### src/rtl/melody_pkg.sv
// Shared definitions for the melody sequencer: note codes, ROM entry layout,
// FSM state encoding and the note-code to one-hot select decoder.
package melody_pkg;

  localparam int unsigned ENTRY_W = 6;

  localparam logic [2:0] NOTE_REST = 3'd0;
  localparam logic [2:0] NOTE_DOI  = 3'd1;
  localparam logic [2:0] NOTE_RE   = 3'd2;
  localparam logic [2:0] NOTE_MI   = 3'd3;
  localparam logic [2:0] NOTE_FA   = 3'd4;
  localparam logic [2:0] NOTE_SO   = 3'd5;
  localparam logic [2:0] NOTE_END  = 3'd7;

  typedef enum logic [1:0] {
    S_IDLE,
    S_PLAY,
    S_GAP,
    S_DONE
  } state_t;

  function automatic logic [4:0] note_to_onehot(input logic [2:0] code);
    logic [4:0] oh;
    oh = '0;
    case (code)
      NOTE_DOI: oh = 5'b00001;
      NOTE_RE:  oh = 5'b00010;
      NOTE_MI:  oh = 5'b00100;
      NOTE_FA:  oh = 5'b01000;
      NOTE_SO:  oh = 5'b10000;
      default:  oh = '0;
    endcase
    return oh;
  endfunction

endpackage

### src/rtl/melody_sequencer_beat_tick_gen.sv
// Beat prescaler: emits a one-cycle tick every i_len enabled cycles; i_restart
// synchronously clears the count so every note starts on a fresh beat.
module beat_tick_gen #(
  parameter int unsigned CNT_W = 4
) (
  input  logic             clk,
  input  logic             rst_n,
  input  logic             i_en,
  input  logic             i_restart,
  input  logic [CNT_W-1:0] i_len,
  output logic             o_tick
);

  logic [CNT_W-1:0] r_cnt;

  assign o_tick = i_en && (r_cnt == i_len - 1'b1);

  always_ff @(posedge clk or negedge rst_n) begin
    if (!rst_n) begin
      r_cnt <= '0;
    end else if (i_restart || o_tick) begin
      r_cnt <= '0;
    end else if (i_en) begin
      r_cnt <= r_cnt + 1'b1;
    end
  end

endmodule

### src/rtl/melody_sequencer.sv
// Song-ROM melody sequencer driving a one-hot note select.
// Optional MELODY_TEMPO_EN adds a tempo[1:0] input (beat = BEAT_CYCLES >> tempo).
module melody_sequencer
  import melody_pkg::*;
#(
  parameter int unsigned BEAT_CYCLES = 25000000,
  parameter int unsigned GAP_CYCLES  = 2500000,
  parameter int unsigned SONG_ID     = 0
) (
  input  logic       clk,
  input  logic       rst_n,
  input  logic       start,
  input  logic       stop,
  input  logic       loop_en,
`ifdef MELODY_TEMPO_EN
  input  logic [1:0] tempo,
`endif
  output logic [4:0] select,
  output logic       busy,
  output logic [3:0] note_idx,
  output logic       done
);

  localparam int unsigned BEAT_W   = ($clog2(BEAT_CYCLES + 1) > 0) ? $clog2(BEAT_CYCLES + 1) : 1;
  localparam int unsigned GAP_W    = ($clog2(GAP_CYCLES + 1) > 0) ? $clog2(GAP_CYCLES + 1) : 1;
  localparam int unsigned GAP_LAST = (GAP_CYCLES > 0) ? GAP_CYCLES - 1 : 0;
  localparam logic [BEAT_W-1:0] BEAT_LEN = BEAT_W'(BEAT_CYCLES);

  localparam logic [ENTRY_W-1:0] E_END = {NOTE_END, 3'd0};

  // Entries are {note, dur}; listed from entry 15 down to entry 0.
  localparam logic [15:0][ENTRY_W-1:0] SONG0 = {
    {5{E_END}},
    {NOTE_DOI, 3'd2}, {NOTE_RE, 3'd0}, {NOTE_MI, 3'd0}, {NOTE_FA, 3'd0},
    {NOTE_SO, 3'd0}, {NOTE_REST, 3'd0}, {NOTE_SO, 3'd1}, {NOTE_FA, 3'd0},
    {NOTE_MI, 3'd0}, {NOTE_RE, 3'd0}, {NOTE_DOI, 3'd0}
  };
  localparam logic [15:0][ENTRY_W-1:0] SONG1 = {
    {14{E_END}}, {NOTE_MI, 3'd1}, {NOTE_DOI, 3'd0}
  };
  localparam logic [15:0][ENTRY_W-1:0] SONG2 = {
    {14{E_END}}, {NOTE_DOI, 3'd0}, {NOTE_REST, 3'd2}
  };
  localparam logic [15:0][ENTRY_W-1:0] SONG3 = {16{NOTE_DOI, 3'd0}};

  localparam logic [15:0][ENTRY_W-1:0] ROM =
    (SONG_ID == 1) ? SONG1 :
    (SONG_ID == 2) ? SONG2 :
    (SONG_ID == 3) ? SONG3 : SONG0;

  state_t           r_state, w_state_nxt;
  logic [3:0]       r_idx, w_idx_nxt, w_idx_inc;
  logic [2:0]       r_beat;
  logic [GAP_W-1:0] r_gap;
  logic [4:0]       r_sel, w_sel_nxt;
  logic             w_tick, w_advance, w_decide, w_last, w_note_end, w_gap_end;
  logic [BEAT_W-1:0] w_beat_len;

`ifdef MELODY_TEMPO_EN
  logic [1:0]        r_tempo;
  logic [BEAT_W-1:0] w_shifted;

  always_ff @(posedge clk or negedge rst_n) begin
    if (!rst_n) begin
      r_tempo <= '0;
    end else if (w_advance) begin
      r_tempo <= tempo;
    end
  end

  assign w_shifted  = BEAT_LEN >> r_tempo;
  assign w_beat_len = (w_shifted == '0) ? BEAT_W'(1) : w_shifted;
`else
  assign w_beat_len = BEAT_LEN;
`endif

  beat_tick_gen #(.CNT_W(BEAT_W)) u_beat (
    .clk       (clk),
    .rst_n     (rst_n),
    .i_en      (r_state == S_PLAY),
    .i_restart (w_advance || (w_state_nxt != S_PLAY)),
    .i_len     (w_beat_len),
    .o_tick    (w_tick)
  );

  assign w_idx_inc  = r_idx + 4'd1;
  assign w_last     = (r_idx == 4'd15) || (ROM[w_idx_inc][5:3] == NOTE_END);
  assign w_note_end = (r_state == S_PLAY) && w_tick && (r_beat == ROM[r_idx][2:0]);
  assign w_gap_end  = (r_state == S_GAP) && (r_gap == GAP_W'(GAP_LAST));

  always_comb begin
    w_state_nxt = r_state;
    w_idx_nxt   = r_idx;
    w_advance   = 1'b0;
    w_decide    = 1'b0;
    case (r_state)
      S_IDLE: begin
        if (start) begin
          if (ROM[0][5:3] == NOTE_END) begin
            w_state_nxt = S_DONE;
          end else begin
            w_state_nxt = S_PLAY;
            w_idx_nxt   = '0;
            w_advance   = 1'b1;
          end
        end
      end
      S_PLAY: begin
        if (w_note_end) begin
          if (GAP_CYCLES > 0) w_state_nxt = S_GAP;
          else                w_decide    = 1'b1;
        end
      end
      S_GAP:   if (w_gap_end) w_decide = 1'b1;
      default: w_state_nxt = S_IDLE;
    endcase

    // loop_en only matters here, at the end of an entry
    if (w_decide) begin
      if (!w_last) begin
        w_state_nxt = S_PLAY;
        w_idx_nxt   = w_idx_inc;
        w_advance   = 1'b1;
      end else if (loop_en) begin
        w_state_nxt = S_PLAY;
        w_idx_nxt   = '0;
        w_advance   = 1'b1;
      end else begin
        w_state_nxt = S_DONE;
      end
    end

    if (stop) begin
      w_state_nxt = S_IDLE;
      w_advance   = 1'b0;
    end
    if (w_state_nxt == S_IDLE) w_idx_nxt = '0;

    w_sel_nxt = (w_state_nxt == S_PLAY) ? note_to_onehot(ROM[w_idx_nxt][5:3]) : '0;
  end

  always_ff @(posedge clk or negedge rst_n) begin
    if (!rst_n) begin
      r_state <= S_IDLE;
      r_idx   <= '0;
      r_sel   <= '0;
      r_beat  <= '0;
      r_gap   <= '0;
    end else begin
      r_state <= w_state_nxt;
      r_idx   <= w_idx_nxt;
      r_sel   <= w_sel_nxt;
      if (w_advance || (w_state_nxt != S_PLAY)) r_beat <= '0;
      else if (w_tick)                          r_beat <= r_beat + 3'd1;
      if ((r_state == S_GAP) && (w_state_nxt == S_GAP)) r_gap <= r_gap + 1'b1;
      else                                              r_gap <= '0;
    end
  end

  assign select   = r_sel;
  assign busy     = (r_state == S_PLAY) || (r_state == S_GAP);
  assign note_idx = r_idx;
  assign done     = (r_state == S_DONE);

endmodule

### config.mk
export PLATFORM = sky130hd
export DESIGN_NAME = melody_sequencer
export DESIGN_NICKNAME = d
export VERILOG_FILES = /design/src/rtl/melody_pkg.sv /design/src/rtl/melody_sequencer_beat_tick_gen.sv /design/src/rtl/melody_sequencer.sv
export SDC_FILE = /design/constraint.sdc
export NUM_CORES = 1
export LEC_CHECK = 0
export ABC_AREA = 1
export CELL_PAD_IN_SITES_DETAIL_PLACEMENT = 1
export CELL_PAD_IN_SITES_GLOBAL_PLACEMENT = 2
export CORE_UTILIZATION = 37
export CTS_CLUSTER_SIZE = 12
export DETAILED_ROUTE_END_ITERATION = 10
export HOLD_SLACK_MARGIN = 0.08
export PLACE_DENSITY = 0.78
export SLEW_MARGIN = 20
export SYNTH_ARGS = -nofsm -noshare
export SYNTH_HDL_FRONTEND = slang
export SYNTH_SLANG_ARGS = --single-unit
### constraint.sdc
create_clock -name clk -period 3.4 [get_ports clk]
set_clock_uncertainty 0.15 [all_clocks]
set_input_delay 1.02 -clock clk [delete_from_list [all_inputs] [get_ports clk]]
set_output_delay 1.02 -clock clk [all_outputs]
set_load 0.005 [all_outputs]
==> results of run 1 <==
[kinds of logic (layout without fill, tap and decap cells)]
family                     count (synthesis)  in the layout  share of synthesized area, %
buffers and inverters                     81            107                          8.39
DFF                                       61             61                          40.1
xor gates and xnor gates                  26             26                          5.99
and+or+nand+nor                          265            265                          35.2
adders and majority gates                 16             16                          5.26
AOI/OAI and AO/OA                         28             28                          5.03
[state kept, by name, summed over array words and instances, names as in the netlist]
name and flops:
note_idx 4, select 5, r_beat 3, u_beat.r_cnt 25, r_gap 22, r_state 2
[through the flow]
stage / total power, mW / utilization, % / hold slack (ps) / setup slack (ps)
2_1_floorplan: 0.798 / - / 305 / 619
3_3_place_gp: 0.838 / 41.7 / 326 / 131
3_5_place_dp: 0.839 / 41.7 / 350 / 64.9
4_1_cts: 1.38 / 43.2 / 359 / 335
5_1_grt: 1.42 / 43.3 / 406 / 6.79
6_report: 1.35 / 43.3 / 364 / 401
[area by class of cell]
| class | instances | area share (%) |
|---|---|---|
| clock buffer | 11 | 3.31 |
| inverter | 75 | 6.63 |
| multi-input combinational | 335 | 45.9 |
| sequential | 61 | 35.8 |
| tap | 133 | 3.90 |
| timing repair buffer | 21 | 4.46 |
[synthesized netlist by cell type, types with 2 or more instances]
cell,instances
sky130_fd_sc_hd__nand4_1,17
sky130_fd_sc_hd__clkbuf_1,2
sky130_fd_sc_hd__xnor2_1,5
sky130_fd_sc_hd__and3_1,2
sky130_fd_sc_hd__a211oi_2,4
sky130_fd_sc_hd__nor3_2,9
sky130_fd_sc_hd__nand2_2,8
sky130_fd_sc_hd__inv_2,8
sky130_fd_sc_hd__ha_1,16
sky130_fd_sc_hd__nand2_1,87
sky130_fd_sc_hd__nand2_4,6
sky130_fd_sc_hd__a21oi_1,8
sky130_fd_sc_hd__nor3b_1,4
sky130_fd_sc_hd__o21ai_0,7
sky130_fd_sc_hd__a31oi_1,2
sky130_fd_sc_hd__a21oi_2,2
sky130_fd_sc_hd__buf_2,2
sky130_fd_sc_hd__nand3_1,28
sky130_fd_sc_hd__nor4_1,5
sky130_fd_sc_hd__nand3_2,2
sky130_fd_sc_hd__nor2_1,72
sky130_fd_sc_hd__xor2_1,21
sky130_fd_sc_hd__nor3_1,10
sky130_fd_sc_hd__nor2_4,6
sky130_fd_sc_hd__nor2_2,5
sky130_fd_sc_hd__a211oi_1,2
sky130_fd_sc_hd__dfrtp_1,61
sky130_fd_sc_hd__inv_1,66
[worst reg2reg max path: stages, from the launching register on]
cell and delay, ps:
sky130_fd_sc_hd__dfrtp_1 450, sky130_fd_sc_hd__inv_1 160, sky130_fd_sc_hd__ha_1 220, sky130_fd_sc_hd__nor3b_1 250
sky130_fd_sc_hd__o21ai_1 90, sky130_fd_sc_hd__nand2_1 150, sky130_fd_sc_hd__nand2_1 120, sky130_fd_sc_hd__a21oi_2 180
sky130_fd_sc_hd__nand2_4 100, sky130_fd_sc_hd__nand2_8 110, sky130_fd_sc_hd__inv_1 60, sky130_fd_sc_hd__nor2_2 110
sky130_fd_sc_hd__inv_1 60, sky130_fd_sc_hd__ha_1 280, sky130_fd_sc_hd__inv_1 70, sky130_fd_sc_hd__nand2_1 50
sky130_fd_sc_hd__nand2_1 50, sky130_fd_sc_hd__nand2_1 80, sky130_fd_sc_hd__nand3_1 80, sky130_fd_sc_hd__nor2_1 40
[power breakdown]
group          leakage (nW)  total (mW)  internal (mW)  switching, mW
Clock                0.0731       0.529          0.264          0.265
Sequential            0.851       0.732          0.729        0.00244
Combinational         0.903      0.0917         0.0270         0.0648
Total                  1.83        1.35           1.02          0.332
[how the worst max path moves through the flow]
stage / from / end / slack [ps] / cells past startpoint
CTS: note_idx[0] / select[3] / 330 / 19
finish: note_idx[0] / select[3] / 400 / 19
detailed placement: start / select[3] / 60 / 17
global route: r_state[1] / select[3] / 7 / 26
floorplan: r_state[1] / select[3] / 620 / 26
global placement: start / select[3] / 130 / 17
[repair_timing]
action                                  CTS  global route
buffers inserted                          0             1
gates resized for setup                   0             2
endpoints found under the setup margin    0             5
[routing by layer]
metal  vias to the layer above  track usage [%]  share of wire, %
met1                      1493             26.6                51
met2                        18             29.1                45
li1                       1558                -                 -
met4                         0             8.45               1.7
met3                        11             2.62               1.6
met5                         -                0                 0
==> impl_metrics.prom, run 1 <==
# TYPE chip_impl_metric gauge
chip_impl_metric{name="ys_async_sr_fraction",unit="%"} 100
chip_impl_metric{name="critPathRequiredTime",unit="ps"} 3480
chip_impl_metric{name="worst_path_largest_cell_delay",unit="ps"} 450
chip_impl_metric{name="insertion_delay",unit="ps"} 340
chip_impl_metric{name="yosys.area.top_type_share",unit="%"} 40.1
chip_impl_metric{name="placed_cell_area",unit="sq um"} 4120
chip_impl_metric{name="num-nets-final",unit=""} 524
chip_impl_metric{name="first_global_vias",unit=""} 3251
chip_impl_metric{name="setup_total_negative_slack",unit="ps"} 0
chip_impl_info{name="hold_start",value="r_gap[0]"} 1
chip_impl_info{name="layout.cells.most_common_list",value="87 x sky130_fd_sc_hd__nand2_1, 71 x sky130_fd_sc_hd__nor2_1, 65 x sky130_fd_sc_hd__inv_1"} 1
chip_impl_metric{name="clkTransAtPathRegs",unit="ps"} 70
chip_impl_info{name="sort_of_element_at_the_end_of_the_critical_path",value="flop"} 1
chip_impl_metric{name="post-dp-hpwl",unit="um"} 6600
chip_impl_metric{name="initial_core_util",unit="%"} 38.6
chip_impl_metric{name="hold_path_depth",unit=""} 1
chip_impl_metric{name="clockBufferDepth",unit=""} 2
chip_impl_metric{name="post_synth_inst_count",unit=""} 477
chip_impl_metric{name="timing.max_cap.violations",unit=""} 0
chip_impl_metric{name="finalWirelength",unit="um"} 8750
chip_impl_metric{name="finalWeightedCongestion",unit=""} 0.825
chip_impl_metric{name="route.detailed.wl_per_inst",unit="um"} 13.8
chip_impl_info{name="synth_top_cell_by_area",value="sky130_fd_sc_hd__dfrtp_1"} 1
chip_impl_metric{name="clock_sink_count",unit=""} 61
chip_impl_info{name="crit_path_frequent_cell",value="sky130_fd_sc_hd__nand2_1"} 1
chip_impl_info{name="hold_path_class",value="reg -> reg"} 1
chip_impl_metric{name="mappedNetlistArea",unit="sq um"} 3800
chip_impl_metric{name="num-fill-cells",unit=""} 1228
chip_impl_metric{name="slew_headroom",unit="%"} 54.8
chip_impl_info{name="critical-path-top-delay-family",value="simple AND/OR/NAND/NOR gates"} 1
chip_impl_info{name="timing.hold.worst_endpoint",value="r_gap[0]"} 1
chip_impl_metric{name="report.final.hold_viol_count",unit=""} 0
chip_impl_metric{name="worst-slew-pin-transition",unit="ps"} 679
chip_impl_metric{name="post_route_design_area",unit="sq um"} 4270
chip_impl_metric{name="static-leakage-power",unit="nW"} 1.83
chip_impl_metric{name="report.final.setup_viol",unit=""} 0
chip_impl_metric{name="dr.first_iter.drc_count",unit=""} 81
chip_impl_info{name="cpMaxStageDelayCell",value="sky130_fd_sc_hd__dfrtp_1"} 1
chip_impl_metric{name="post_synth.cell_area_avg",unit="sq um"} 7.97
chip_impl_metric{name="timing.final.max_slew_violations",unit=""} 0
chip_impl_metric{name="antenna_found_initial",unit=""} 0
chip_impl_info{name="cts_root_buf",value="sky130_fd_sc_hd__clkbuf_8"} 1
chip_impl_metric{name="reg2regPathDepth",unit=""} 19
chip_impl_info{name="netlist_top_cells_area",value="sky130_fd_sc_hd__dfrtp_1 40%, sky130_fd_sc_hd__nand2_1 8.6%, sky130_fd_sc_hd__nor2_1 7.1%, sky130_fd_sc_hd__inv_1 6.5%, sky130_fd_sc_hd__ha_1 5.3%"} 1
chip_impl_metric{name="final_layout_size_suffix_gt1_share",unit="%"} 14.7
chip_impl_metric{name="dpl.cell_count",unit=""} 624
chip_impl_metric{name="max_freq",unit="GHz"} 0.333
chip_impl_metric{name="fin_cells",unit=""} 636
chip_impl_metric{name="pin_count",unit=""} 16
chip_impl_metric{name="placement_rows",unit=""} 36
chip_impl_metric{name="cts.hold.buffers_added",unit=""} 0
chip_impl_metric{name="synth_nets",unit=""} 498
chip_impl_metric{name="port_buffers",unit=""} 15
chip_impl_metric{name="fp.dieH",unit="um"} 103
chip_impl_metric{name="layout_worst_path_cycle_share",unit="%"} 88.2
chip_impl_metric{name="drc_errors",unit=""} 0
chip_impl_metric{name="layout_overhead_on_the_synthesized_area",unit="%"} 12.2
chip_impl_info{name="reg2reg_to",value="select[3]"} 1
chip_impl_metric{name="grt_util_overall",unit="%"} 19.0
chip_impl_metric{name="post-route-min-period",unit="ps"} 3000
chip_impl_metric{name="multi_input_area",unit="sq um"} 1960
chip_impl_metric{name="detail_route.vias_per_cell",unit=""} 4.84
chip_impl_metric{name="routed-via-count",unit=""} 3080
chip_impl_info{name="worst-setup-path-type",value="reg -> reg"} 1
chip_impl_metric{name="global_route.overflow_total",unit=""} 0
chip_impl_metric{name="grt_first_pass_wirelength",unit="um"} 15500
chip_impl_info{name="outcome",value="completed"} 1
chip_impl_metric{name="synth.lib_cells_used.distinct",unit=""} 38
chip_impl_metric{name="floorplan.die_area",unit="sq um"} 10700
chip_impl_metric{name="synth-seq-area-share",unit="%"} 40.1
chip_impl_metric{name="htree_levels",unit=""} 3
chip_impl_info{name="start_kind",value="flop"} 1
chip_impl_metric{name="synth_enable_flop_cells",unit=""} 0
chip_impl_info{name="synth_ff_type",value="sky130_fd_sc_hd__dfrtp_1"} 1
chip_impl_info{name="tritoncts",value="done"} 1
chip_impl_metric{name="sequential_cell_area",unit="sq um"} 1530
chip_impl_metric{name="synth-warning-count",unit=""} 0
chip_impl_metric{name="detailedRoute.firstPassIterationCount",unit=""} 4
chip_impl_info{name="rr_startpoint",value="note_idx[0]"} 1
chip_impl_metric{name="critical_path.n_buffers_inverters",unit=""} 4
chip_impl_metric{name="remaining_number_of_nets_flagged_by_the_antenna_check_after_routing",unit=""} 0
chip_impl_metric{name="power.density_cell_area",unit="nW/um^2"} 317
chip_impl_info{name="cp_cell_sequence",value="inv_1 -> ha_1 -> nor3b_1 -> o21ai_1 -> nand2_1 -> nand2_1 -> a21oi_2 -> nand2_4 -> nand2_8 -> inv_1 -> nor2_2 -> inv_1 -> ha_1 -> inv_1 -> nand2_1 -> nand2_1 -> nand2_1 -> nand3_1 -> nor2_1"} 1
chip_impl_metric{name="die_w",unit="um"} 103
chip_impl_metric{name="peakVddDrop",unit="V"} 0.000129
chip_impl_metric{name="grt_start_max_net_pins",unit=""} 29
chip_impl_metric{name="insertedDiodeCount",unit=""} 0
chip_impl_info{name="final_common_cell",value="sky130_fd_sc_hd__nand2_1"} 1
chip_impl_metric{name="ys_ff_latch",unit=""} 61
chip_impl_metric{name="critical_path_peak_fanout",unit=""} 8
chip_impl_metric{name="r2r_setup_slack",unit="ps"} 400
chip_impl_metric{name="core_region_area",unit="sq um"} 9860
chip_impl_metric{name="cts_inserted_buffers",unit=""} 9
chip_impl_info{name="rsz0062_at_grt",value="no"} 1
chip_impl_metric{name="crit_arrival",unit="ps"} 3080
Power figures use the tool's default switching activity.
==> run 2, diff against run 1 <==
--- a/config.mk
+++ b/config.mk
@@ -8,12 +8,11 @@
 export ABC_AREA = 1
 export CELL_PAD_IN_SITES_DETAIL_PLACEMENT = 1
 export CELL_PAD_IN_SITES_GLOBAL_PLACEMENT = 2
-export CORE_UTILIZATION = 37
+export CORE_UTILIZATION = 40
 export CTS_CLUSTER_SIZE = 12
 export DETAILED_ROUTE_END_ITERATION = 10
 export HOLD_SLACK_MARGIN = 0.08
-export PLACE_DENSITY = 0.78
-export SLEW_MARGIN = 20
+export PLACE_DENSITY = 0.84
 export SYNTH_ARGS = -nofsm -noshare
 export SYNTH_HDL_FRONTEND = slang
 export SYNTH_SLANG_ARGS = --single-unit
==> constraint.sdc (replaced) <==
create_clock -name clk -period 3.5 [get_ports clk]
set_clock_uncertainty 0.15 [all_clocks]
set_input_delay 1.05 -clock clk [delete_from_list [all_inputs] [get_ports clk]]
set_output_delay 1.05 -clock clk [all_outputs]
set_load 0.005 [all_outputs]
==> run 2 against run 1 <==
Effect of this change: count of clock-buffer cells in the layout is 3 higher; total power is 2.4% higher; fmax is 1.1% lower; cell area is 0.62% higher; sequential cell count stayed put; largest cell class unchanged; via count is 1.8% higher.
==> impl_metrics.prom, run 2 (synthesized netlist as in run 1, its figures left out) <==
# TYPE chip_impl_metric gauge
chip_impl_info{name="outcome",value="completed"} 1
chip_impl_metric{name="finalWirelength",unit="um"} 8830
chip_impl_metric{name="detailedRoute.firstPassIterationCount",unit=""} 4
chip_impl_metric{name="grt_first_pass_wirelength",unit="um"} 15300
chip_impl_metric{name="port_buffers",unit=""} 15
chip_impl_metric{name="slew_headroom",unit="%"} 59.5
chip_impl_metric{name="power.density_cell_area",unit="nW/um^2"} 323
chip_impl_info{name="hold_path_class",value="reg -> reg"} 1
chip_impl_metric{name="post_route_design_area",unit="sq um"} 4290
chip_impl_metric{name="initial_core_util",unit="%"} 41.2
chip_impl_metric{name="antenna_found_initial",unit=""} 0
chip_impl_metric{name="post-dp-hpwl",unit="um"} 6560
chip_impl_metric{name="first_global_vias",unit=""} 3223
chip_impl_info{name="layout.cells.most_common_list",value="87 x sky130_fd_sc_hd__nand2_1, 72 x sky130_fd_sc_hd__nor2_1, 66 x sky130_fd_sc_hd__inv_1"} 1
chip_impl_info{name="start_kind",value="flop"} 1
chip_impl_metric{name="multi_input_area",unit="sq um"} 1960
chip_impl_info{name="biggest_register",value="u_beat.r_cnt"} 1
chip_impl_metric{name="clock_sink_count",unit=""} 61
chip_impl_metric{name="floorplan.die_area",unit="sq um"} 9900
chip_impl_metric{name="cts.hold.buffers_added",unit=""} 0
chip_impl_info{name="rsz0062_at_grt",value="no"} 1
chip_impl_metric{name="remaining_number_of_nets_flagged_by_the_antenna_check_after_routing",unit=""} 0
chip_impl_metric{name="critPathRequiredTime",unit="ps"} 3580
chip_impl_metric{name="clockBufferDepth",unit=""} 2
chip_impl_metric{name="htree_levels",unit=""} 3
chip_impl_metric{name="placement_rows",unit=""} 35
chip_impl_metric{name="drc_errors",unit=""} 0
chip_impl_metric{name="layout_worst_path_cycle_share",unit="%"} 86.6
chip_impl_metric{name="cts_post_setup_buffers_inserted",unit=""} 0
chip_impl_metric{name="timing.max_cap.violations",unit=""} 0
chip_impl_metric{name="fp.dieH",unit="um"} 99.5
chip_impl_metric{name="report.final.hold_viol_count",unit=""} 0
chip_impl_metric{name="route.detailed.wl_per_inst",unit="um"} 13.9
chip_impl_metric{name="num-fill-cells",unit=""} 1140
chip_impl_metric{name="sequential_cell_area",unit="sq um"} 1530
chip_impl_metric{name="placed_cell_area",unit="sq um"} 4120
chip_impl_metric{name="num-nets-final",unit=""} 522
chip_impl_metric{name="cts_inserted_buffers",unit=""} 9
chip_impl_metric{name="detail_route.vias_per_cell",unit=""} 4.95
chip_impl_metric{name="die_w",unit="um"} 99.5
chip_impl_metric{name="pin_count",unit=""} 16
chip_impl_metric{name="worst-slew-pin-transition",unit="ps"} 607
chip_impl_metric{name="grt_util_overall",unit="%"} 19.7
chip_impl_metric{name="global_route.overflow_total",unit=""} 0
chip_impl_metric{name="grt_start_max_net_pins",unit=""} 39
chip_impl_metric{name="static-leakage-power",unit="nW"} 1.84
chip_impl_info{name="cts_root_buf",value="sky130_fd_sc_hd__clkbuf_8"} 1
chip_impl_metric{name="layout_overhead_on_the_synthesized_area",unit="%"} 12.9
chip_impl_info{name="final_common_cell",value="sky130_fd_sc_hd__nand2_1"} 1
chip_impl_metric{name="timing.final.max_slew_violations",unit=""} 0
chip_impl_metric{name="insertedDiodeCount",unit=""} 0
chip_impl_metric{name="cts-resized-gates",unit=""} 0
chip_impl_metric{name="setup_total_negative_slack",unit="ps"} 0
chip_impl_metric{name="clkTransAtPathRegs",unit="ps"} 70
chip_impl_info{name="sort_of_element_at_the_end_of_the_critical_path",value="flop"} 1
chip_impl_metric{name="finalWeightedCongestion",unit=""} 0.797
chip_impl_metric{name="routed-via-count",unit=""} 3136
chip_impl_metric{name="flip_flop_count_of_the_largest_register_all_copies_and_words_added",unit=""} 25
chip_impl_metric{name="final_layout_size_suffix_gt1_share",unit="%"} 14.5
chip_impl_metric{name="crit_arrival",unit="ps"} 3110
chip_impl_metric{name="max_freq",unit="GHz"} 0.330
chip_impl_metric{name="post-layout-total-power",unit="mW"} 1.39
chip_impl_metric{name="insertion_delay",unit="ps"} 340
chip_impl_info{name="worst-setup-path-type",value="reg -> reg"} 1
chip_impl_metric{name="critical_path_peak_fanout",unit=""} 8
chip_impl_metric{name="report.final.setup_viol",unit=""} 0
chip_impl_metric{name="dr.first_iter.drc_count",unit=""} 88
chip_impl_metric{name="core_region_area",unit="sq um"} 9240
chip_impl_metric{name="post-route-min-period",unit="ps"} 3030
chip_impl_metric{name="peakVddDrop",unit="V"} 0.000166
chip_impl_info{name="tritoncts",value="done"} 1
[run 2: path summary, 6_finish.rpt]
check / endpoint / cells past startpoint / slack [ps] / start
max in group asynchronous: select[1] / 2 / 2000 / rst_n
setup / recovery: select[4] / 26 / 470 / r_state[1]
hold reg to reg: r_gap[0] / 1 / 340 / r_gap[0]
min in group asynchronous: u_beat.r_cnt[14] / 1 / 570 / rst_n
setup reg to reg: select[4] / 26 / 470 / r_state[1]
hold / removal: r_gap[0] / 1 / 340 / r_gap[0]
[run 2: layout make-up]
| cell class | count | area share [%] |
|---|---|---|
| Tap cell | 129 | 3.76 |
| Clock inverter | 1 | 0.117 |
| Inverter | 75 | 6.59 |
| Multi-Input combinational cell | 335 | 45.6 |
| Sequential cell | 61 | 35.5 |
| Timing Repair Buffer | 19 | 4.37 |
| Clock buffer | 14 | 4.02 |
[run 2: critical path, cell delays in order (launching register included)]
cell and delay (ps):
sky130_fd_sc_hd__dfrtp_1 420, sky130_fd_sc_hd__inv_1 140, sky130_fd_sc_hd__ha_1 200, sky130_fd_sc_hd__nand2_1 90, sky130_fd_sc_hd__inv_1 60, sky130_fd_sc_hd__nand2_1 40, sky130_fd_sc_hd__nor2_1 90, sky130_fd_sc_hd__nand2_1 80
sky130_fd_sc_hd__nor2_4 150, sky130_fd_sc_hd__nand2_2 70, sky130_fd_sc_hd__nand2_1 60, sky130_fd_sc_hd__nand2_1 50, sky130_fd_sc_hd__nand2_1 60, sky130_fd_sc_hd__nand2_1 70, sky130_fd_sc_hd__nand2_2 80, sky130_fd_sc_hd__nand2_4 90
sky130_fd_sc_hd__nand2_8 110, sky130_fd_sc_hd__inv_1 50, sky130_fd_sc_hd__nor2_1 120, sky130_fd_sc_hd__inv_1 60, sky130_fd_sc_hd__ha_1 280, sky130_fd_sc_hd__inv_1 70, sky130_fd_sc_hd__nand2_1 50, sky130_fd_sc_hd__nand2_1 50
sky130_fd_sc_hd__nand2_1 90, sky130_fd_sc_hd__nand3_1 100, sky130_fd_sc_hd__nor2_1 50
[run 2: through the flow]
stage / util [%] / hold WS, ps / instances / setup slack [ps]
final: 46.5 / 342 / 634 / 469
after detailed placement: 44.5 / 338 / 619 / 144
after global placement: 44.5 / 325 / 619 / 221
after global routing: 46.5 / 380 / 634 / 60.9
after CTS: 46.5 / 347 / 634 / 456
after floorplan: - / 305 / 477 / 719
[run 2: routing by layer]
| layer | vias up | GRT usage [%] | share of wire, % |
|---|---|---|---|
| met3 | 10 | 3.37 | 1.8 |
| met1 | 1542 | 26.8 | 50 |
| met5 | - | 0 | 0 |
| met4 | 0 | 6.79 | 1.3 |
| li1 | 1561 | - | - |
| met2 | 23 | 31.7 | 47 |
[run 2: power by group]
| part | total [mW] | internal, mW | leakage [nW] | switching, mW |
|---|---|---|---|---|
| Clock | 0.586 | 0.311 | 0.0926 | 0.275 |
| Combinational | 0.0890 | 0.0269 | 0.897 | 0.0620 |
| Sequential | 0.710 | 0.708 | 0.851 | 0.00245 |
| Total | 1.39 | 1.05 | 1.84 | 0.339 |
